`config.mk`:
```
export PLATFORM = sky130hd
export DESIGN_NAME = dsr_align_ctrl_flat
export DESIGN_NICKNAME = d
export VERILOG_FILES = /design/src/rtl/dsr_align_ctrl_if.sv /design/src/rtl/dsr_align_ctrl.sv /design/src/flat_wrapper.sv
export SDC_FILE = /design/constraint.sdc
export NUM_CORES = 1
export LEC_CHECK = 0
export ABC_AREA = 0
export ABC_CLOCK_PERIOD_IN_PS = 2500
export CAP_MARGIN = 0
export CORE_MARGIN = 5
export CORE_UTILIZATION = 45
export CTS_BUF_LIST = sky130_fd_sc_hd__clkbuf_4 sky130_fd_sc_hd__clkbuf_8 sky130_fd_sc_hd__clkbuf_16
export DETAILED_ROUTE_END_ITERATION = 10
export GPL_TIMING_DRIVEN = 0
export PLACE_DENSITY_LB_ADDON = 0.12
export SETUP_SLACK_MARGIN = 0.5
export SYNTH_ARGS = -nofsm -noshare
export SYNTH_HDL_FRONTEND = slang
export SYNTH_SLANG_ARGS = --single-unit
export TNS_END_PERCENT = 50
```
`constraint.sdc`:
```
create_clock -name CLK -period 2.5 [get_ports CLK]
set_clock_uncertainty 0.1 [all_clocks]
set_input_delay 0.375 -clock CLK [delete_from_list [all_inputs] [get_ports CLK]]
set_output_delay 0.375 -clock CLK [all_outputs]
set_load 0.05 [all_outputs]
```
`src/rtl/dsr_align_ctrl_if.sv`:
```
// Deserializer alignment controller bus: training data and
// START in, reset, slip, status and pipeline-start outputs out.
interface dsr_align_ctrl_if #(
    parameter int NCH = 6,
    parameter int DW  = 8
);
    logic              START;
    logic [NCH*DW-1:0] DATA;
    logic              DSR_RST;
    logic [NCH-1:0]    BIT_SLIP_EVN;
    logic [NCH-1:0]    BIT_SLIP_ODD;
    logic              STRT_PIPE;
    logic [NCH-1:0]    ALIGNED;
    logic [NCH-1:0]    FAIL;
    logic              ALL_ALIGNED;
    logic              BUSY;

    modport master (
        output START, DATA,
        input  DSR_RST, BIT_SLIP_EVN, BIT_SLIP_ODD,
        input  STRT_PIPE, ALIGNED, FAIL, ALL_ALIGNED, BUSY
    );

    modport slave (
        input  START, DATA,
        output DSR_RST, BIT_SLIP_EVN, BIT_SLIP_ODD,
        output STRT_PIPE, ALIGNED, FAIL, ALL_ALIGNED, BUSY
    );
endinterface

```
`src/rtl/dsr_align_ctrl.sv`:
```
// Multi-channel deserializer word-alignment sequencer with bit slip.
// Define DSR_ALIGN_TMR_EN for triplicated, majority-voted state.
module dsr_align_ctrl #(
    parameter int             NCH      = 6,
    parameter int             DW       = 8,
    parameter logic [DW-1:0]  PATTERN  = DW'(8'hA5),
    parameter int             RST_CYC  = 6,
    parameter int             WAIT_CYC = 5
) (
    input logic             CLK,
    input logic             RST_B,
    dsr_align_ctrl_if.slave bus
);
    localparam int MAXC = (RST_CYC > WAIT_CYC) ? RST_CYC : WAIT_CYC;
    localparam int WW   = $clog2(MAXC + 1);
    localparam int SW   = $clog2(DW + 1);

    typedef enum logic [2:0] {
        S_IDLE,
        S_DSR_RST,
        S_WRST,
        S_SETTLE,
        S_CHECK,
        S_SLIP,
        S_RESTART,
        S_DONE
    } state_t;

    // Every register lives in this bundle so the TMR build votes it as one.
    typedef struct packed {
        state_t         state;
        logic [WW-1:0]  wcnt;
        logic [SW-1:0]  scnt;
        logic [NCH-1:0] aligned;
        logic [NCH-1:0] fail;
        logic           dsr_rst;
        logic [NCH-1:0] evn;
        logic [NCH-1:0] odd;
        logic           strt;
        logic           all_al;
        logic           busy;
    } ctl_t;

    ctl_t           w_q;
    ctl_t           w_d;
    logic [NCH-1:0] w_hit;
    logic [NCH-1:0] w_mask;

    always_comb begin
        w_d    = w_q;
        w_hit  = '0;
        w_mask = '0;
        unique case (w_q.state)
            S_IDLE: begin
                w_d.state = S_DSR_RST;
                w_d.wcnt  = '0;
            end
            S_DSR_RST: begin
                if (w_q.wcnt == WW'(RST_CYC - 1)) begin
                    w_d.state = S_WRST;
                    w_d.wcnt  = '0;
                end else begin
                    w_d.wcnt = w_q.wcnt + WW'(1);
                end
            end
            S_WRST: begin
                w_d.state = S_SETTLE;
                w_d.wcnt  = '0;
            end
            S_SETTLE: begin
                if (w_q.wcnt == WW'(WAIT_CYC - 1)) begin
                    w_d.state = S_CHECK;
                    w_d.wcnt  = '0;
                end else begin
                    w_d.wcnt = w_q.wcnt + WW'(1);
                end
            end
            S_CHECK: begin
                for (int n = 0; n < NCH; n++) begin
                    w_hit[n] = !w_q.aligned[n] && !w_q.fail[n]
                            && (bus.DATA[n*DW +: DW] == PATTERN);
                end
                w_d.aligned = w_q.aligned | w_hit;
                if (&(w_d.aligned | w_q.fail)) begin
                    w_d.state = S_RESTART;
                end else if (w_q.scnt < SW'(DW)) begin
                    w_d.state = S_SLIP;
                end else begin
                    w_d.fail  = w_q.fail | ~w_d.aligned;
                    w_d.state = S_RESTART;
                end
            end
            S_SLIP: begin
                w_d.scnt  = w_q.scnt + SW'(1);
                w_d.state = S_SETTLE;
                w_d.wcnt  = '0;
            end
            S_RESTART: w_d.state = S_DONE;
            S_DONE:    w_d.state = S_DONE;
        endcase

        if (bus.START && (w_q.state != S_IDLE)) begin
            w_d.state   = S_DSR_RST;
            w_d.wcnt    = '0;
            w_d.scnt    = '0;
            w_d.aligned = '0;
            w_d.fail    = '0;
        end

        // Outputs are decoded from the next state so they align with it.
        w_d.dsr_rst = (w_d.state == S_DSR_RST);
        w_d.evn     = '0;
        w_d.odd     = '0;
        if (w_d.state == S_SLIP) begin
            w_mask  = ~(w_d.aligned | w_d.fail);
            w_d.odd = w_mask;
            w_d.evn = (w_d.scnt == SW'(DW / 2)) ? '0 : w_mask;
        end
        w_d.strt   = (w_d.state == S_RESTART);
        w_d.busy   = (w_d.state != S_DONE);
        w_d.all_al = (w_d.state == S_DONE) && (&w_d.aligned);
    end

`ifdef DSR_ALIGN_TMR_EN
    ctl_t r_q0;
    ctl_t r_q1;
    ctl_t r_q2;

    always_ff @(posedge CLK or negedge RST_B) begin
        if (!RST_B) begin
            r_q0      <= '0;
            r_q1      <= '0;
            r_q2      <= '0;
            r_q0.busy <= 1'b1;
            r_q1.busy <= 1'b1;
            r_q2.busy <= 1'b1;
        end else begin
            r_q0 <= w_d;
            r_q1 <= w_d;
            r_q2 <= w_d;
        end
    end

    assign w_q = ctl_t'((r_q0 & r_q1) | (r_q1 & r_q2) | (r_q0 & r_q2));
`else
    ctl_t r_q;

    always_ff @(posedge CLK or negedge RST_B) begin
        if (!RST_B) begin
            r_q      <= '0;
            r_q.busy <= 1'b1;
        end else begin
            r_q <= w_d;
        end
    end

    assign w_q = r_q;
`endif

    assign bus.DSR_RST      = w_q.dsr_rst;
    assign bus.BIT_SLIP_EVN = w_q.evn;
    assign bus.BIT_SLIP_ODD = w_q.odd;
    assign bus.STRT_PIPE    = w_q.strt;
    assign bus.ALIGNED      = w_q.aligned;
    assign bus.FAIL         = w_q.fail;
    assign bus.ALL_ALIGNED  = w_q.all_al;
    assign bus.BUSY         = w_q.busy;
endmodule

```
`src/flat_wrapper.sv`:
```
// flat-port wrapper written by rule: the top's interface ports become plain ports
module dsr_align_ctrl_flat 
#(
    parameter int             NCH      = 6,
    parameter int             DW       = 8,
    parameter logic [DW-1:0]  PATTERN  = DW'(8'hA5),
    parameter int             RST_CYC  = 6,
    parameter int             WAIT_CYC = 5
)
  (CLK, RST_B, bus_START, bus_DATA, bus_DSR_RST, bus_BIT_SLIP_EVN, bus_BIT_SLIP_ODD, bus_STRT_PIPE, bus_ALIGNED, bus_FAIL, bus_ALL_ALIGNED, bus_BUSY);
  dsr_align_ctrl_if #(.NCH(NCH), .DW(DW)) bus_i ();
  input logic CLK;
  input logic RST_B;
  input wire logic [$bits(bus_i.START)-1:0] bus_START;
  input wire logic [$bits(bus_i.DATA)-1:0] bus_DATA;
  output wire logic [$bits(bus_i.DSR_RST)-1:0] bus_DSR_RST;
  output wire logic [$bits(bus_i.BIT_SLIP_EVN)-1:0] bus_BIT_SLIP_EVN;
  output wire logic [$bits(bus_i.BIT_SLIP_ODD)-1:0] bus_BIT_SLIP_ODD;
  output wire logic [$bits(bus_i.STRT_PIPE)-1:0] bus_STRT_PIPE;
  output wire logic [$bits(bus_i.ALIGNED)-1:0] bus_ALIGNED;
  output wire logic [$bits(bus_i.FAIL)-1:0] bus_FAIL;
  output wire logic [$bits(bus_i.ALL_ALIGNED)-1:0] bus_ALL_ALIGNED;
  output wire logic [$bits(bus_i.BUSY)-1:0] bus_BUSY;
  assign bus_i.START = bus_START;
  assign bus_i.DATA = bus_DATA;
  assign bus_DSR_RST = bus_i.DSR_RST;
  assign bus_BIT_SLIP_EVN = bus_i.BIT_SLIP_EVN;
  assign bus_BIT_SLIP_ODD = bus_i.BIT_SLIP_ODD;
  assign bus_STRT_PIPE = bus_i.STRT_PIPE;
  assign bus_ALIGNED = bus_i.ALIGNED;
  assign bus_FAIL = bus_i.FAIL;
  assign bus_ALL_ALIGNED = bus_i.ALL_ALIGNED;
  assign bus_BUSY = bus_i.BUSY;
  dsr_align_ctrl #(.NCH(NCH), .DW(DW), .PATTERN(PATTERN), .RST_CYC(RST_CYC), .WAIT_CYC(WAIT_CYC)) u_core (.CLK(CLK), .RST_B(RST_B), .bus(bus_i));
endmodule
```
==> results of run 1 <==
[registers in the layout, summed over array words and instances, names as in the netlist]
name / cells
u_core.bus.BIT_SLIP_EVN: 6
u_core.bus.ALL_ALIGNED: 1
u_core.bus.DSR_RST: 1
u_core.r_q: 10
u_core.bus.FAIL: 6
u_core.bus.STRT_PIPE: 1
u_core.bus.BIT_SLIP_ODD: 6
u_core.bus.ALIGNED: 6
u_core.bus.BUSY: 1
[critical path, cell delays in order (launching register included)]
cell	delay, ns
dfrtp_1	0.33
buf_4	0.09
clkdlybuf4s50_1	0.79
[worst paths after layout]
kind	start	end	slack, ns	depth (start not counted)
setup / recovery	u_core.bus.BIT_SLIP_ODD[4]$_DFF_PN0_	bus_BIT_SLIP_ODD[4]	0.53	2
hold / removal	RST_B	u_core.bus.FAIL[4]$_DFF_PN0_	0.09	1
setup reg to reg	u_core.r_q[33]$_DFFE_PN0P_	u_core.bus.BIT_SLIP_EVN[4]$_DFF_PN0_	0.55	7
hold reg to reg	u_core.bus.ALIGNED[2]$_DFF_PN0_	u_core.bus.FAIL[2]$_DFF_PN0_	0.47	1
max in group asynchronous	RST_B	u_core.r_q[33]$_DFFE_PN0P_	1.68	1
min in group CLK	u_core.bus.ALIGNED[2]$_DFF_PN0_	u_core.bus.FAIL[2]$_DFF_PN0_	0.47	1
[logic make-up after synthesis]
| group | count (synthesis) | share of synthesized area [%] |
|---|---|---|
| AOI/OAI and AO/OA | 46 | 14.40 |
| xor gates and xnor gates | 1 | 0.3938 |
| adders and majority gates | 5 | 2.812 |
| buffers and inverters | 37 | 11.36 |
| DFF | 38 | 42.80 |
| muxes | 2 | 0.8999 |
| and+or+nand+nor | 102 | 27.33 |
[cell usage after synthesis (all sizes together), types with 2 or more instances]
cell	count
a211oi	2
a21o	2
a21oi	13
a22o	2
a22oi	2
a31oi	2
a32oi	2
and3b	3
buf	31
dfrtp	37
ha	5
inv	5
mux2i	2
nand2	16
nand3	3
nand4	2
nand4bb	2
nor2	34
nor2b	6
nor3	11
nor3b	2
nor4bb	10
o21ai	5
o31a	2
o31ai	5
o32ai	2
or2	2
or3	3
[power by group through the flow]
stage                     registers (uW)  clock network (uW)  logic (uW)
after floorplan                      640                   0        62.8
after global placement               640                   0         165
after detailed placement             640                   0         168
after CTS                            628                 454         183
after global routing                 629                 479         212
final                                628                 443         196
[placed cells by master, fill, tap and decap left out, types with 3 or more instances in the layout]
cell	n
buf_6	3
nor4bb_4	7
a21oi_2	4
buf_2	5
o31ai_2	3
clkdlybuf4s50_1	45
nor2b_1	6
dlygate4sd2_1	6
nor3_1	5
o21ai_0	5
nor2_1	31
dlymetal6s2s_1	26
dfrtp_1	37
nor2_2	3
buf_4	31
clkbuf_8	6
ha_1	4
nand2_1	14
and3b_1	3
nor3_2	4
a21oi_1	9
nand3_1	3
inv_1	5
[metrics by stage]
| stage | area (um2) | total power, uW | cells | util [%] | hold WS, ns |
|---|---|---|---|---|---|
| 2_1_floorplan | 2225 | 703.0 | 231 | - | -0.02059 |
| 3_3_place_gp | 3089 | 804.1 | 376 | 64.97 | 0.4334 |
| 3_5_place_dp | 3084 | 808.3 | 376 | 64.87 | 0.4151 |
| 4_1_cts | 3314 | 1265 | 389 | 69.71 | 0.1065 |
| 5_1_grt | 3510 | 1320 | 391 | 73.82 | 0.1564 |
| 6_report | 3510 | 1267 | 391 | 73.82 | 0.09278 |
[layer usage]
metal | vias to the layer above | track usage, %
met5 | - | 0
met4 | 0 | 5.743
met3 | 8 | 4.484
met2 | 66 | 32.70
met1 | 985 | 22.92
li1 | 989 | -
[what timing repair did]
action,CTS,global route
resized for setup,24,48
gates cloned,1,0
buffers inserted,4,2
pin swaps,9,16
setup endpoints to repair,27,33
[cell type report]
class                      count  area, um2
tap                           67      83.83
timing repair buffer          85      889.6
inverter                       5      18.77
multi-input combinational    156       1236
sequential                    38      952.2
fill                         362       1245
clock inverter                 1      5.005
buffer                        32      234.0
clock buffer                   7      90.09
==> reports/results.tsv, run 1 <==
stage	metric	value	unit
cells_and_area	Nets	379	
timing	FMAX	508.3	MHz
setup_path	crit end category	output port	
cts	CTS buffer count	5	
cts	Worst-path clk slew	0.07	ns
pwr	sequential power share	49.6	%
place	number of port buffers	78	
global_routing	Tot GR Track Use	18.81	%
pwr	Sw Ratio	23.59	%
detailed_routing	WL per Instance	15.10	um
cts	CTS H-tree depth	2	
global_routing	Overflow after GRT	0	
floorplan	chip width	80.31	um
setup_path	crit path DAT	1.49	ns
cts	Skew-Pair Late Insertion Delay	0.29	ns
timing	worst setup margin	0.5328	ns
yosys	synth unique cells	51	
place	hpwl dp	4241	um
detailed_routing	Pre-antenna DRT Iters	4	
floorplan	IO Pins	79	
yosys	top cells by area, synth	dfrtp_1, buf_4, nor2_1	
yosys	flops & latches, synth	38	
cts	clock tree sinks	38	
yosys	sequential fraction of the synthesis area	42.80	%
global_routing	largest net degree at the start of global routing	39	
detailed_routing	Post-Route WL	5906	um
yosys	top_reg_cell synth	dfrtp_1	
cts	CTS max path bufs	2	
status	status	finished clean	
yosys	Async S/R FF share, synth	100.0	%
place	Placement Setup Slack	0.05112	ns
detailed_routing	Vias	2048	
setup_path	CP Launch Type	flip-flop	
cells_and_area	n_diodes	0	
pwr	power share of the clock group	35.0	%
yosys	Synth Instances	231	
floorplan	Die H	80.31	um
run	maxcap violations	0	
floorplan	starting density of the core	46.79	%
cells_and_area	area grow syn2layout	57.76	%
place	gp weighted congestion	0.8038	
detailed_routing	DRC violations left	0	
timing	setup TNS	0	ns
pwr	Internal Power	968.3	uW
cts	root buf cell	clkbuf_8	
floorplan	die area	6450	um2
setup_path	critical path type	flip-flop to output port	
timing	Max-slew headroom	44.16	%
pwr	Pwr per Cell Area	361.1	nW/um2
detailed_routing	DR top layer	met4	
yosys	YS warnings	0	
setup_path	Worst Path Max Fanout	1	
detailed_routing	DRT iter0 DRCs	119	
global_routing	initial antenna violation count	0	
global_routing	vias in the first global route	1987	
cts	Hold-fix buffers, CTS	0	
pwr	Max VDD drop	276.6	uV
timing	Final period util	78.69	%
cells_and_area	share of cells above drive strength 1	26.85	%
worst_hold_path	worst min path class	input port to asynchronous set/reset pin	
detailed_routing	met3 routed WL	358	um
global_routing	global-route wire length before repair	9377	um
pwr	net switching power	298.9	uW
timing	Worst Max-Slew Pin Slew	0.8376	ns
setup_path	worst path required time	2.03	ns
detailed_routing	Post-DRT Antenna Nets	0	
floorplan	Core ar.	4755	um2
timing	RSZ-0062 raised after global routing	true	
yosys	post-synth top area share	41.62	%
yosys	Mapped Nets	287	
pwr	part of the power in combinational logic	15.5	%
cts	CTS tree	built	
detailed_routing	mean number of vias per cell	5.238	
detailed_routing	Metal-1 WL	2397	um
yosys	Post-Syn Area	2225	um2
floorplan	# rows	25	
yosys	Post-synth EDFFs	0	
timing	endpoints failing setup	0	
yosys	Avg Inst Size Synth	9.630	um2
timing	min Tclk post-route	1.967	ns
timing	final hold vios	0	
detailed_routing	wire length on met2	3048	um
timing	fin. max-slew vios	0	
yosys	area leader, netlist	dfrtp_1	
pwr	static leakage	0.001916	uW
(Power assumes the default switching activity.)
==> run 2: changes to the inputs <==
--- a/config.mk
+++ b/config.mk
@@ -6,10 +6,10 @@
 export NUM_CORES = 1
 export LEC_CHECK = 0
 export ABC_AREA = 0
-export ABC_CLOCK_PERIOD_IN_PS = 2500
+export ABC_CLOCK_PERIOD_IN_PS = 1800
 export CAP_MARGIN = 0
 export CORE_MARGIN = 5
-export CORE_UTILIZATION = 45
+export CORE_UTILIZATION = 41
 export CTS_BUF_LIST = sky130_fd_sc_hd__clkbuf_4 sky130_fd_sc_hd__clkbuf_8 sky130_fd_sc_hd__clkbuf_16
 export DETAILED_ROUTE_END_ITERATION = 10
 export GPL_TIMING_DRIVEN = 0
==> constraint.sdc (replaced) <==
create_clock -name CLK -period 1.8 [get_ports CLK]
set_clock_uncertainty 0.1 [all_clocks]
set_input_delay 0.27 -clock CLK [delete_from_list [all_inputs] [get_ports CLK]]
set_output_delay 0.27 -clock CLK [all_outputs]
set_load 0.05 [all_outputs]
==> run 2 against run 1 <==
Net effect: the run now ends with negative hold slack, negative setup slack left; clock-buffer cell count fell by 2; routed wire length rose by 27%; non-clock buffer count is 31 higher; critical path depth increased by 5; core utilization rose by 5.4 points; combinational power up 71%; sequential power grew 39%; global-route usage shrank 0.35 points; die area up 8.5%; critical path type is now flip-flop to flip-flop; sequential share of layout area down 3.9 points.
==> reports/results.tsv, run 2 (synthesized netlist as in run 1, its figures left out) <==
stage	metric	value	unit	change
pwr	sequential power share	45.1	%	-4.5 points
timing	FMAX	529.7	MHz	
detailed_routing	Post-Route WL	7506	um	+27%
cells_and_area	register name with the most flops	u_core.r_q		
floorplan	Core ar.	5205	um2	+9.5%
status	violated checks	negative hold slack, negative setup slack		
detailed_routing	Post-DRT Antenna Nets	0		unchanged
cells_and_area	area of the multi-input gates	1511	um2	+22%
global_routing	global-route wire length before repair	10500	um	+12%
cts	CTS tree	built		
timing	fin. max-slew vios	0		unchanged
worst_hold_path	worst min path class	input port to asynchronous set/reset pin		
setup_path	Reg2Reg Setup Slack	-0.09	ns	-0.64 ns
pwr	part of the power in combinational logic	17.3	%	+1.8 points
setup_path	Worst Path Max Fanout	5		+4
cells_and_area	final non-filler cell total	425		+8.7%
timing	endpoints failing setup	13		+13
place	gp weighted congestion	0.7880		-2.0%
cts	root buf cell	clkbuf_8		
floorplan	starting density of the core	42.74	%	-4.0 points
cells_and_area	Reg area	959.7	um2	+0.79%
cts	Skew-Pair Late Insertion Delay	0.30	ns	about the same
place	Cells after DPL	379		+0.80%
pwr	Max VDD drop	430.4	uV	+56%
setup_path	crit end category	flip-flop		
timing	worst setup margin	-0.08788	ns	-0.6207 ns
cts	CTS H-tree depth	2		unchanged
setup_path	slowest stage cell, crit path	dfrtp_1		
pwr	Internal Power	1457	uW	+50%
setup_path	Crit path max-delay family	simple AND/OR/NAND/NOR gates		
global_routing	vias in the first global route	2226		+12%
setup_path	CP Launch Type	flip-flop		
pwr	Pwr per Cell Area	470.2	nW/um2	+30%
timing	Final period util	104.9	%	
cts	CTS max path bufs	2		unchanged
timing	hold_ws	-0.01970	ns	-0.1125 ns
global_routing	largest net degree at the start of global routing	39		unchanged
floorplan	die area	6999	um2	+8.5%
setup_path	CP cell instances	buf_6 > buf_12 > nor3b_4 > a31oi_1 > nor2_1 > nand4_1 > nor4_4		
pwr	net switching power	482.4	uW	+61%
cts	clock tree sinks	38		unchanged
cells_and_area	commonest cells after routing, fill and taps aside	buf_4, dfrtp_1, buf_6		
setup_path	Crit path largest cell delay	0.39	ns	-0.40 ns
timing	final hold vios	37		+37
cells_and_area	share of cells above drive strength 1	56.34	%	+29 points
detailed_routing	DRC violations left	0		unchanged
setup_path	crit path DAT	1.99	ns	+0.50 ns
detailed_routing	DRT iter0 DRCs	126		+5.9%
timing	Max-slew headroom	42.92	%	-1.2 points
pwr	static leakage	0.002019	uW	+5.4%
global_routing	Tot GR Track Use	18.46	%	-0.35 points
setup_path	Crit path buffers/inverters	2		unchanged
cells_and_area	n_diodes	0		unchanged
status	status	complete, but fails checks		
timing	min Tclk post-route	1.888	ns	
floorplan	# rows	26		+4.0%
cts	Worst-path clk slew	0.08	ns	about the same
place	number of port buffers	78		unchanged
floorplan	IO Pins	79		unchanged
cells_and_area	fill count	319		-12%
cells_and_area	Post-Route Utilization	79.23	%	+5.4 points
detailed_routing	WL per Instance	17.66	um	+17%
detailed_routing	mean number of vias per cell	5.442		+3.9%
global_routing	initial antenna violation count	0		unchanged
floorplan	Die H	83.66	um	+4.2%
cells_and_area	area grow syn2layout	85.38	%	
timing	RSZ-0062 raised after global routing	true		
setup_path	critical path type	flip-flop to flip-flop		
cts	CTS buffer count	5		unchanged
run	maxcap violations	0		unchanged
pwr	Final Power	1939	uW	+53%
global_routing	Overflow after GRT	0		unchanged
pwr	power share of the clock group	37.6	%	+2.6 points
cells_and_area	Nets	410		+8.2%
place	hpwl dp	4153	um	-2.1%
cells_and_area	max FFs per register	10		unchanged
detailed_routing	Pre-antenna DRT Iters	4		unchanged
setup_path	worst path required time	1.90	ns	-0.13 ns
cells_and_area	commonest non-fill, non-tap cell in the layout	buf_4		
pwr	Sw Ratio	24.88	%	+1.3 points
cts	Hold-fix buffers, CTS	0		unchanged
detailed_routing	Vias	2313		+13%
floorplan	chip width	83.66	um	+4.2%
timing	Worst Max-Slew Pin Slew	0.8562	ns	+0.01864 ns
## run 2: power groups by stage
stage / clock network, uW / logic (uW) / registers [uW]
2_1_floorplan: 0 / 90.9 / 889
3_3_place_gp: 0 / 233 / 888
3_5_place_dp: 0 / 238 / 889
4_1_cts: 738 / 285 / 872
5_1_grt: 774 / 361 / 875
6_report: 730 / 335 / 875
## run 2: layout make-up
| class | instances | share of cell area (%) |
|---|---|---|
| Buffer | 32 | 7.615 |
| Timing Repair Buffer | 116 | 27.25 |
| Clock inverter | 3 | 0.9709 |
| Sequential cell | 38 | 23.27 |
| Tap cell | 70 | 2.124 |
| Inverter | 5 | 0.4551 |
| Clock buffer | 5 | 1.669 |
| Multi-Input combinational cell | 156 | 36.65 |
## run 2: final timing paths
| kind | to | from | depth (start not counted) |
|---|---|---|---|
| min in group CLK | u_core.bus.ALIGNED[2]$_DFF_PN0_ | bus_DATA[22] | 5 |
| worst max register to register | u_core.bus.ALL_ALIGNED$_DFF_PN0_ | u_core.r_q[35]$_DFF_PN0_ | 7 |
| worst min-delay path | u_core.bus.FAIL[3]$_DFF_PN0_ | RST_B | 1 |
| worst max-delay path | u_core.bus.ALL_ALIGNED$_DFF_PN0_ | u_core.r_q[35]$_DFF_PN0_ | 7 |
| max in group asynchronous | u_core.r_q[32]$_DFFE_PN0P_ | RST_B | 1 |
| worst min register to register | u_core.bus.FAIL[2]$_DFF_PN0_ | u_core.bus.ALIGNED[2]$_DFF_PN0_ | 1 |
## run 2: per-stage QoR
stage,cell area [um2],setup TNS (ns),setup slack (ns),hold WS (ns)
finish,4124,-0.6985,-0.08788,-0.01970
global route,4124,-1.157,-0.1200,0.05777
CTS,3746,0,0.002052,0.0004358
detailed placement,3129,-9.083,-0.6011,0.3259
global placement,3134,-28.72,-0.5943,0.4278
floorplan,2266,0,0.07335,-0.1256
## run 2: repair_timing
item / 4_1_cts / 5_1_grt
cloned: 1 / 0
setup buffers: 25 / 12
endpoints found under the setup margin: 64 / 65
resized for setup: 252 / 153
pin swaps: 37 / 33
hold endpoints to repair: 0 / 0
## run 2: layer usage
metal	track usage [%]	up-vias	share of wire (%)
met3	4.245	23	7.3
met2	32.39	110	52
met5	0	-	0
li1	-	1056	-
met4	5.556	0	3.6
met1	22.40	1124	37
